### src/rtl/fixedpointadder_pipe.sv
// Multi-lane pipelined fixed-point adder: exact lane add, rounded arithmetic right shift,
// then saturate or wrap to the output width. Two register stages, valid/ready on both sides.
module fixedpointadder_pipe #(
    parameter int unsigned N    = 4,
    parameter int unsigned BA   = 32,
    parameter int unsigned BB   = 32,
    parameter int unsigned BOUT = 32,
    parameter int unsigned SHW  = 6
) (
    input  logic              clk,
    input  logic              clr_n,
    input  logic              in_valid,
    output logic              in_ready,
    input  logic [N*BA-1:0]   a,
    input  logic [N*BB-1:0]   b,
    input  logic [SHW-1:0]    shift,
    input  logic              sat_en,
    output logic              out_valid,
    input  logic              out_ready,
    output logic [N*BOUT-1:0] out,
    output logic [N-1:0]      ovf
);
    localparam int unsigned BS = ((BA > BB) ? BA : BB) + 1;
    localparam int unsigned BR = BS + 1;
    localparam int unsigned KW = $clog2(BS);

    logic                 s1_valid;
    logic signed [BS-1:0] s1_sum [N];
    logic [KW-1:0]        s1_k;
    logic                 s1_sat;
    logic                 s2_valid;

    logic                 s1_adv;
    logic                 s2_adv;
    logic [KW-1:0]        k_c;
    logic signed [BS-1:0] sum_c  [N];
    logic [BOUT-1:0]      lane_out [N];
    logic [N-1:0]         lane_ovf;

    // Global-ready back-propagation: a stage advances when it is empty or its successor advances.
    assign s2_adv    = !s2_valid || out_ready;
    assign s1_adv    = !s1_valid || s2_adv;
    assign in_ready  = s1_adv;
    assign out_valid = s2_valid;

    // The shift is clamped on entry so stage 2 only sees the effective amount.
    always_comb begin
        k_c = KW'(BS - 1);
        if (32'(shift) <= BS - 1) begin
            k_c = KW'(shift);
        end
    end

    for (genvar i = 0; i < N; i++) begin : g_sum
        assign sum_c[i] = BS'($signed(a[i*BA +: BA])) + BS'($signed(b[i*BB +: BB]));
    end

    // Stage 1: exact sums plus per-beat controls.
    always_ff @(posedge clk or negedge clr_n) begin
        if (!clr_n) begin
            s1_valid <= 1'b0;
            s1_k     <= '0;
            s1_sat   <= 1'b0;
            for (int i = 0; i < N; i++) begin
                s1_sum[i] <= '0;
            end
        end else begin
            if (s1_adv) begin
                s1_valid <= in_valid;
            end
            if (s1_adv && in_valid) begin
                s1_k   <= k_c;
                s1_sat <= sat_en;
                for (int i = 0; i < N; i++) begin
                    s1_sum[i] <= sum_c[i];
                end
            end
        end
    end

    for (genvar i = 0; i < N; i++) begin : g_lane
        logic signed [BR-1:0] ext;
        logic signed [BR-1:0] rnd;
        logic signed [BR-1:0] r;

        // Round half toward +inf: add half an LSB of the result before the arithmetic shift.
        always_comb begin
            ext = BR'(s1_sum[i]);
            rnd = (s1_k == '0) ? '0 : (BR'(1) << (s1_k - KW'(1)));
            r   = (ext + rnd) >>> s1_k;
        end

        if (BOUT >= BR) begin : g_wide
            assign lane_out[i] = BOUT'(r);
            assign lane_ovf[i] = 1'b0;
        end else begin : g_narrow
            logic [BR-BOUT:0] top;
            logic             in_range;
            logic [BOUT-1:0]  clamp;

            // In range exactly when every bit above the output sign bit matches it.
            assign top      = r[BR-1:BOUT-1];
            assign in_range = (&top) || !(|top);
            assign clamp    = r[BR-1] ? {1'b1, {(BOUT-1){1'b0}}} : {1'b0, {(BOUT-1){1'b1}}};

            assign lane_ovf[i] = !in_range;
            assign lane_out[i] = (s1_sat && !in_range) ? clamp : r[BOUT-1:0];
        end
    end

    // Stage 2: output registers; hold while stalled.
    always_ff @(posedge clk or negedge clr_n) begin
        if (!clr_n) begin
            s2_valid <= 1'b0;
            out      <= '0;
            ovf      <= '0;
        end else begin
            if (s2_adv) begin
                s2_valid <= s1_valid;
            end
            if (s2_adv && s1_valid) begin
                ovf <= lane_ovf;
                for (int i = 0; i < N; i++) begin
                    out[i*BOUT +: BOUT] <= lane_out[i];
                end
            end
        end
    end

endmodule

### config.mk
export PLATFORM = sky130hd
export DESIGN_NAME = fixedpointadder_pipe
export DESIGN_NICKNAME = d
export VERILOG_FILES = /design/src/rtl/fixedpointadder_pipe.sv
export SDC_FILE = /design/constraint.sdc
export NUM_CORES = 2
export LEC_CHECK = 0
export ABC_AREA = 1
export BUFFER_PORTS_ARGS = -buffer_cell sky130_fd_sc_hd__buf_2
export CORE_MARGIN = 2
export CORE_UTILIZATION = 61
export DETAILED_ROUTE_END_ITERATION = 7
export GPL_ROUTABILITY_DRIVEN = 0
export HOLD_SLACK_MARGIN = 0.12
export PLACE_DENSITY = 0.8
export SETUP_SLACK_MARGIN = 0.2
export SLEW_MARGIN = 30
export SYNTH_ARGS = -nofsm -noshare
export SYNTH_HDL_FRONTEND = slang
export SYNTH_SLANG_ARGS = --single-unit
### constraint.sdc
create_clock -name clk -period 6.05 [get_ports clk]
set_input_delay 0.9075 -clock clk [delete_from_list [all_inputs] [get_ports clk]]
set_output_delay 0.9075 -clock clk [all_outputs]
set_load 0.02 [all_outputs]
==> impl_results.md <==
* Synthesized flop and latch total at 273
* Sw Ratio at 50.28%
* Reg2reg end: out[6]
* CTS tree: yes
* NetSw at slightly below 6 mW
* DRT iter0 DRCs at 5522
* Filler cells at between 5000 and 6000
* Setup CP Type: register to register
* Core area at between 50000 and 60000 sq um
* Synthesis-to-layout area growth at 10.40%
* Total CTS buffers at 30
* Initial antenna violation count at 1
* Crit share post-route at 92.05%
* Post-synth top area cell: dfrtp_1
* Nets at 6164
* Pleak at approximately 19 nW
* Initial core utilization at 61.58%
* Largest stage delay, worst path at 0.68 ns
* R2R Setup Slk at about 0.48 ns
* Worst-skew pair later-pin latency at 0.60 ns
* Pre-antenna DRT Iters at 8
* Total Negative Setup Slacks at 0 ns
* Maximum vdd drop at between 200 and 250 uV
* Mean Syn Cell Area at 6.158 sq um
* Worst Skew at around 0.016 ns
* Largest net degree at the start of global routing at 137
* Post-synth EDFFs at 0
* Clk root buf: clkbuf_16
* CTS-repair resized insts at 0
* Synth top area cells: dfrtp_1 (21%), nand2_1 (18%), nand3_1 (15%)
* Sequential element share of the synthesized area at between 20% and 30%
* FP Rows at 85
* Critical Path Fanout Max at 31
* Max clock buf depth at 3
* Share of total power in the clock network at between 15 and 20%
* Synth cell types at between 50 and 60
* RR Startpoint: s1_k[0]
* Total die area at 56100 sq um
* Max Fclk at 179.6 MHz
* Post-synth top cells: nand2_1 (1623), nand3_1 (994), inv_1 (359)
* Vias in the first global route at 33570
* Status: finished, violations left
* Hold WC Path Type: input port to async pin
* Slowest cell on the critical path: nor2_1
* Cell internal pwr at between 5 and 6 mW
* Most frequent cell after synthesis: nand2_1
* Hpwl dp at 90260 um
* WL per Instance at 17.95 um
* ANT nets after route at 0
* Crit path top cell by count: nand2_1
* P per Cell Area at between 300 and 400 nW/um^2
* Die Width at 236.9 um
* RSZ-0062 raised after global routing: no
* Max capacitance violation total at 0
* Final-report max-slew violation count at 0
* Endpoints failing setup at 0
* First-pass GRT wire length at around 180000 um
* Synth Cell Area at about 33000 sq um
* Reg clk slew, reported paths at 0.06 ns
* CTS sink count at 273
* Routed wire length at between 100000 and 150000 um
* Nature of the critical path startpoint: register
* Asr flop ratio synth at 100.0%
* Final Util at 67.99%
* Total grt overflow at 0
* Crit end category: register
* CP arrival at 6.10 ns
* Tmin final at 5.569 ns
* Cells after synthesis at 5371
* Post-CTS Setup Inserts at 0
* Gr usage total at roughly two fifths
* DRC viols at 3
* Die H at about 240 um
* Gate power share at 57.3%
* Pre-CTS setup slack at 0.6407 ns
* Post-CTS Hold Fix Bufs at 0
* Cell depth of the worst flop-to-flop path at 33
* CP Data Required Time at 6.58 ns
* Via Count at 38750
* Synth Flop Type: dfrtp_1
* CP Launch Point: s1_k[0]
* Failing checks: design-rule violations
* Post-synth top area share at 20.65%
* Port Buffers at 400
* # IOs at 401
* Vias per cell at about 6.1
* Htree depth at 1
* Final Hold Vio Count at 0
* Final Worst Setup Slack at 0.4810 ns
* Ys Warns at 0
* Share of cells above drive strength 1 at 11.99%
* Synthesized netlist net count at about 5900
* Hold Slack at 0.2796 ns
* Slew HR at about two fifths
* Flop pwr share at about a quarter
* Slew of the pin with the lowest slew margin at just over 0.9 ns
* Tot Pwr at 11.55 mW
[sequential cells by signal, summed over array words and instances (netlist names)]
name and flops:
g_lane.ext 132, out 128, out_valid 1, s1_k 6, s1_sat 1, s1_valid 1, ovf 4
[power groups by stage]
stage          sequential, mW  combinational, mW  clock [mW]
4_1_cts                  2.98               6.44        1.95
3_3_place_gp             3.00               6.34           0
2_1_floorplan            3.37               4.11           0
6_report                 3.00               6.62        1.93
5_1_grt                  3.05               7.28        2.02
3_5_place_dp             3.00               6.40           0
[cells in the final DEF (no fill, tap or decap), types with 18 or more instances in the layout]
cell,netlist,layout
o21ai_0,284,284
buf_2,12,399
ha_1,252,252
clkbuf_16,0,31
xor2_1,98,98
nand2_1,1623,1621
or2_2,31,31
nor3_1,50,50
buf_4,18,61
a21oi_1,329,329
nand3b_1,48,48
nor2_1,332,329
o21a_1,43,43
dfrtp_1,273,269
inv_1,359,356
a31oi_1,57,57
o21bai_1,18,18
xnor2_1,62,62
o211ai_1,35,35
nand4_1,39,39
nand2_2,48,48
nand3_1,994,994
[layer usage]
| metal | GRT usage, % | wire length [um] | up-vias | part of all wire (%) |
|---|---|---|---|---|
| met5 | 0 | 13 | - | 0.011 |
| met4 | 15.50 | 5166 | 2 | 4.5 |
| met3 | 10.07 | 15680 | 322 | 14 |
| met2 | 53.79 | 44250 | 2504 | 39 |
| met1 | 58.33 | 49050 | 17170 | 43 |
| li1 | - | - | 18750 | - |
[worst max-delay path: cells and delay by family, from the launching register on]
family / cells / cell delay [ns]
fa+ha+maj: 1 / 0.35
buf+inv: 3 / 0.56
flops: 1 / 0.52
simple gates: 29 / 4.02
[logic make-up (layout without fill, tap and decap cells)]
group / Yosys count / after routing / synth area share [%]
multiplexers: 7 / 7 / 0.2118
AND/OR/NAND/NOR: 3219 / 3219 / 43.02
other: 0 / 2 / 0
adder cells (fa/ha/maj): 256 / 256 / 9.775
buffers and inverters: 605 / 897 / 7.532
XOR/XNOR: 160 / 160 / 4.237
flip-flops: 273 / 273 / 20.65
AO/OA/AOI/OAI: 851 / 851 / 14.57
[how the worst max path moves through the flow]
stage | end | slack [ns]
2_1_floorplan | out[100] | 1.59
3_3_place_gp | out[96] | 0.74
3_5_place_dp | out[105] | 0.64
4_1_cts | out[102] | 0.60
5_1_grt | out[64] | 0.21
6_report | out[6] | 0.48
[area by class of cell]
class / count / area [sq um] / share of cell area, %
Inverter: 378 / 1428 / 3.910
Timing Repair Buffer: 465 / 2532 / 6.935
Antenna cell: 2 / 5.005 / 0.01371
Clock buffer: 40 / 879.6 / 2.409
Clock inverter: 14 / 162.7 / 0.4454
Tap cell: 696 / 870.8 / 2.385
Sequential cell: 273 / 6847 / 18.75
Multi-Input combinational cell: 4493 / 23790 / 65.15
[stage by stage]
| step | std cells | cell area, sq um |
|---|---|---|
| floorplan | 5371 | 33080 |
| global placement | 6305 | 35450 |
| detailed placement | 6305 | 35450 |
| CTS | 6359 | 36500 |
| global route | 6359 | 36510 |
| finish | 6361 | 36520 |
Power figures use the tool's default switching activity.
